File: src/rtl/fme_satd_cmp.sv
// Sub-pel candidate selector: accumulates 4x4 SATDs per candidate, adds the MV
// cost and keeps the lowest-cost candidate (earliest wins on ties).
module fme_satd_cmp #(
  parameter int SATD_BITS = 15,
  parameter int COST_BITS = 20
) (
  input  logic                 clk_i,
  input  logic                 rst_n_i,
  input  logic                 start_i,
  input  logic [4:0]           blk_num_i,
  input  logic [3:0]           cand_num_i,
  input  logic [SATD_BITS-1:0] satd_4x4_i,
  input  logic                 satd_4x4_valid_i,
  input  logic [COST_BITS-1:0] mv_cost_i,
  output logic                 busy_o,
  output logic                 done_o,
  output logic [3:0]           best_idx_o,
  output logic [COST_BITS-1:0] best_cost_o
);

  typedef enum logic [1:0] {IDLE, ACC, CMP, DONE} state_t;

  localparam logic [COST_BITS-1:0] COST_MAX = '1;

  state_t               state, state_nxt;
  logic [4:0]           blk_num, blk_cnt, blk_norm;
  logic [3:0]           cand_num, cand_idx, cand_norm;
  logic [COST_BITS-1:0] acc, cand_cost, satd_ext, acc_sum, cost_sum;
  logic                 blk_vld, blk_last, cand_last;

  function automatic logic [COST_BITS-1:0] sat_add(input logic [COST_BITS-1:0] a,
                                                   input logic [COST_BITS-1:0] b);
    logic [COST_BITS:0] s;
    s = {1'b0, a} + {1'b0, b};
    return s[COST_BITS] ? COST_MAX : s[COST_BITS-1:0];
  endfunction

  assign blk_norm  = (blk_num_i == 5'd0 || blk_num_i > 5'd16) ? 5'd16 : blk_num_i;
  assign cand_norm = (cand_num_i == 4'd0) ? 4'd1 :
                     (cand_num_i > 4'd9)  ? 4'd9 : cand_num_i;

  assign satd_ext  = {{(COST_BITS-SATD_BITS){1'b0}}, satd_4x4_i};
  assign acc_sum   = sat_add(acc, satd_ext);
  assign cost_sum  = sat_add(acc_sum, mv_cost_i);

  // Valids in CMP belong to the next candidate, so both ACC and CMP accumulate.
  assign blk_vld   = satd_4x4_valid_i && (state == ACC || state == CMP);
  assign blk_last  = blk_vld && ((blk_cnt + 5'd1) == blk_num);
  assign cand_last = (cand_idx == (cand_num - 4'd1));

  always_ff @(posedge clk_i or negedge rst_n_i) begin
    if (!rst_n_i) state <= IDLE;
    else          state <= state_nxt;
  end

  always_comb begin
    state_nxt = state;
    unique case (state)
      IDLE: if (start_i) state_nxt = ACC;
      ACC:  if (blk_last) state_nxt = CMP;
      CMP: begin
        if (cand_last)     state_nxt = DONE;
        else if (!blk_last) state_nxt = ACC;
      end
      DONE: state_nxt = IDLE;
      default: state_nxt = IDLE;
    endcase
  end

  always_comb begin
    busy_o = (state != IDLE);
    done_o = (state == DONE);
  end

  always_ff @(posedge clk_i or negedge rst_n_i) begin
    if (!rst_n_i) begin
      blk_num     <= '0;
      cand_num    <= '0;
      blk_cnt     <= '0;
      cand_idx    <= '0;
      acc         <= '0;
      cand_cost   <= '0;
      best_idx_o  <= '0;
      best_cost_o <= '0;
    end else begin
      if (state == IDLE && start_i) begin
        blk_num  <= blk_norm;
        cand_num <= cand_norm;
        blk_cnt  <= '0;
        cand_idx <= '0;
        acc      <= '0;
      end else if (blk_vld) begin
        if (blk_last) begin
          cand_cost <= cost_sum;
          acc       <= '0;
          blk_cnt   <= '0;
        end else begin
          acc     <= acc_sum;
          blk_cnt <= blk_cnt + 5'd1;
        end
      end
      // cand_cost here is the value loaded on the previous edge.
      if (state == CMP) begin
        if (cand_idx == 4'd0 || cand_cost < best_cost_o) begin
          best_idx_o  <= cand_idx;
          best_cost_o <= cand_cost;
        end
        cand_idx <= cand_idx + 4'd1;
      end
    end
  end

endmodule

File: config.mk
export PLATFORM = sky130hd
export DESIGN_NAME = fme_satd_cmp
export DESIGN_NICKNAME = d
export VERILOG_FILES = /design/src/rtl/fme_satd_cmp.sv
export SDC_FILE = /design/constraint.sdc
export NUM_CORES = 1
export LEC_CHECK = 0
export BUFFER_PORTS_ARGS = -buffer_cell sky130_fd_sc_hd__buf_2
export CAP_MARGIN = 20
export CORE_MARGIN = 2
export CORE_UTILIZATION = 38
export CTS_BUF_LIST = sky130_fd_sc_hd__clkbuf_8
export CTS_CLUSTER_SIZE = 28
export DETAILED_ROUTE_END_ITERATION = 16
export PLACE_DENSITY = 0.54
export SLEW_MARGIN = 30
export SYNTH_ARGS = -nofsm -noshare
export SYNTH_HDL_FRONTEND = slang
export SYNTH_SLANG_ARGS = --single-unit
File: constraint.sdc
create_clock -name clk_i -period 5.3 [get_ports clk_i]
set_clock_uncertainty 0.2 [all_clocks]
set_input_delay 0 -clock clk_i [delete_from_list [all_inputs] [get_ports clk_i]]
set_output_delay 0 -clock clk_i [all_outputs]
set_load 0.03 [all_outputs]
==> out/metrics.yaml <==
global_route:
  met3_usage: 0.0270
  grt_max_degree: 55
  use_met1: 0.238
  overflow: 0
  use_met2: 0.289
  grt_pass1_wl_mm: 25.1
  grt_pass1_vias: 5209
  gr-max-usage-layer: "met2"
  antenna_found_initial: 0
  grt.total_usage: 0.178
drt:
  wirelength_mm: 14.9
  via_count: 5119
  first_pass_iters: 4
  wl_per_cell_um: 15.0
  route.detailed.drc: 0
  via_per_inst: 5.18
  drtIter0Drc: 197
  ant_nets: 0
worst_setup_path:
  critPathLaunchType: "register"
  cp.required_ps: 5400
  path_class: "register to register"
  crit_path_end_kind: "register"
  crit_fanout: 17
  cp.arrival_ps: 4960
cts:
  cts-resized-gates: 0
  numCtsBuffers: 9
  cts_tree: "built"
  cts.root.buffer_cell: "clkbuf_8"
  clk_latency_ps: 390
  clock_sinks: 84
  clk_pin_slew_worst_paths_ps: 100
  cts_buffer_depth: 2
  h-tree-depth: 3
synth:
  synth_top_area_share: 0.342
  yosysTopAreaCell: "dfrtp_1"
  yosysWarnings: 0
  netlist_top_cells_count: "84 x dfrtp_1, 64 x ha_1, 51 x a21oi_1, 50 x nor2_1, 48 x o21ai_0"
  syn_avg_cell_area_sq_um: 9.33
  synth-seq-area-share: 0.342
  ys_seq_elements: 84
  yosysMostFrequentCell: "dfrtp_1"
  synthFlopType: "dfrtp_1"
  synth_edf_count: 0
  synth_area_leaders: "dfrtp_1 34%, ha_1 13%, mux2_4 4.9%"
  syn_area_sq_mm: 0.00615
  syn_inst: 659
  syn_nets: 773
  netlist-cell-type-count: 70
  synthArstFlopShare: 1.00
pwr:
  power.switching_uw: 2170
  p_leak_uw: 0.00346
  total_power_uw: 4590
  sw_frac_of_total: 0.473
  vdd_drop_max_mv: 0.214
  clkPwrFrac: 0.094
  cellPowerDensity_mw_per_mm2: 629
  p_seq_frac: 0.250
  power_frac_comb: 0.656
  internal_power_uw: 2420
timing:
  finalCriticalPeriod_ps: 4860
  fmax_mhz: 206
  hold_viol_final: 0
  setup_viol: 0
  tightest_slew_ps: 837
  final.period_utilization: 0.917
  rsz0062_at_grt: "false"
  maxSlewViolCount: 0
  slew_headroom: 0.442
  tns_ps: 0
placed_design:
  gp_congestion: 0.875
  io_buffers: 73
  dp_hpwl_mm: 11.0
floorplanning:
  core_sq_mm: 0.0158
  rows: 46
  pin_count: 74
  start_util: 0.389
  fp.dieH_um: 131
  die_area_sq_mm: 0.0172
  die_w_um: 131
status:
  outcome: "completed"
layout:
  layout.nets: 882
  num_antenna_cells: 0
  drive_gt1_frac: 0.177
  syn_to_final_growth_pct: 18.8
  fillCellCount: 1544
  final_core_util: 0.462
hold_path:
  hold_path_class: "input port to register"
run:
  maxCapViolations: 0
-- logic make-up (layout without fill, tap and decap cells) --
logic type	Yosys count	count (layout)	share of synthesized area
AOI/OAI and AO/OA	191	191	0.201
and+or+nand+nor	187	187	0.156
DFF	84	84	0.342
buffers and inverters	67	181	0.0500
adders and majority gates	66	66	0.137
xor gates and xnor gates	37	37	0.0527
muxes	27	27	0.0610
-- final cells by class --
cell class / count / area, sq um / share of cell area
multi-input combinational: 508 / 3750 / 0.513
sequential: 84 / 2100 / 0.288
timing repair buffer: 121 / 843 / 0.115
tap: 216 / 270 / 0.0370
inverter: 44 / 165 / 0.0226
clock buffer: 9 / 124 / 0.0169
clock inverter: 7 / 52.6 / 0.00719
-- worst max-delay path: stages, from the launching register on --
cell and delay, ps:
dfrtp_1 400, ha_1 370, a21oi_1 130, o221a_2 300, or3_1 380, a21o_2 330, nor2_4 230, or2_2 160
ha_1 150, inv_1 60, fa_1 390, nor2b_1 170, o31a_1 210, o22ai_2 130, o21ai_0 350, a31oi_1 200
or3b_2 470, a31oi_1 140
-- power groups by stage --
stage          Combinational [uW]  Sequential [uW]  Clock (uW)
3_3_place_gp                 2890             1160           0
4_1_cts                      3030             1150         451
5_1_grt                      3380             1190         478
6_report                     3010             1150         431
3_5_place_dp                 2950             1170           0
2_1_floorplan                2170             1280           0
-- routing by layer --
| layer | up-vias | share of wire | wire length [um] |
|---|---|---|---|
| met2 | 77 | 0.47 | 6940 |
| met5 | - | 0 | 0 |
| li1 | 2606 | - | - |
| met3 | 21 | 0.037 | 554 |
| met1 | 2415 | 0.48 | 7130 |
| met4 | 0 | 0.018 | 262 |
-- cells in the final DEF, fill, tap and decap left out, types with 4 or more instances in the layout --
cell,count
dfrtp_1,84
buf_2,72
ha_1,64
a21oi_1,51
nor2_1,50
o21ai_0,48
inv_1,44
nand2_1,42
dlygate4sd3_1,41
mux2_4,20
nand3_1,19
xor2_1,19
xnor2_1,18
a21o_1,16
a22o_1,15
nand4_1,12
nor3_1,9
nor2b_1,9
clkbuf_8,9
nand3b_1,8
a31oi_1,7
nand2b_1,7
buf_4,7
o22ai_1,6
or3_1,6
o21a_1,5
o21bai_1,4
or4_1,4
mux2_2,4
clkinvlp_4,4
-- state kept, by name, summed over array words and instances, names as in the netlist --
register	count
acc	20
cand_cost	20
blk_cnt	5
cand_num	4
blk_num	5
best_idx_o	4
cand_idx	4
best_cost_o	20
state	2
-- path summary, 6_finish.rpt --
| path | from | slack (ps) | depth (start not counted) | end |
|---|---|---|---|---|
| min reg2reg | acc[11] | 310 | 1 | acc[11] |
| min in group asynchronous | rst_n_i | 450 | 4 | best_cost_o[3] |
| min | mv_cost_i[8] | 40 | 4 | cand_cost[8] |
| max | acc[4] | 440 | 17 | cand_cost[18] |
| max reg2reg | acc[4] | 440 | 17 | cand_cost[18] |
| max in group asynchronous | rst_n_i | 3740 | 4 | blk_cnt[4] |
-- per-stage QoR --
step | instance area, sq um | std cells | worst slack, ps | hold slack [ps]
after floorplan | 6150 | 659 | 1040 | -496
after global placement | 6700 | 931 | 634 | -237
after detailed placement | 6700 | 931 | 477 | -233
after CTS | 7310 | 989 | 424 | 21.9
after global routing | 7310 | 989 | 119 | 67.8
final | 7310 | 989 | 441 | 42.3
-- what timing repair did --
| item | 4_1_cts | 5_1_grt |
|---|---|---|
| hold buffers | 42 | 0 |
| endpoints found under the hold margin | 97 | 0 |
| buffers inserted | 0 | 0 |
| endpoints found under the setup margin | 0 | 0 |
Note: power is estimated with default switching activity, not from simulation.
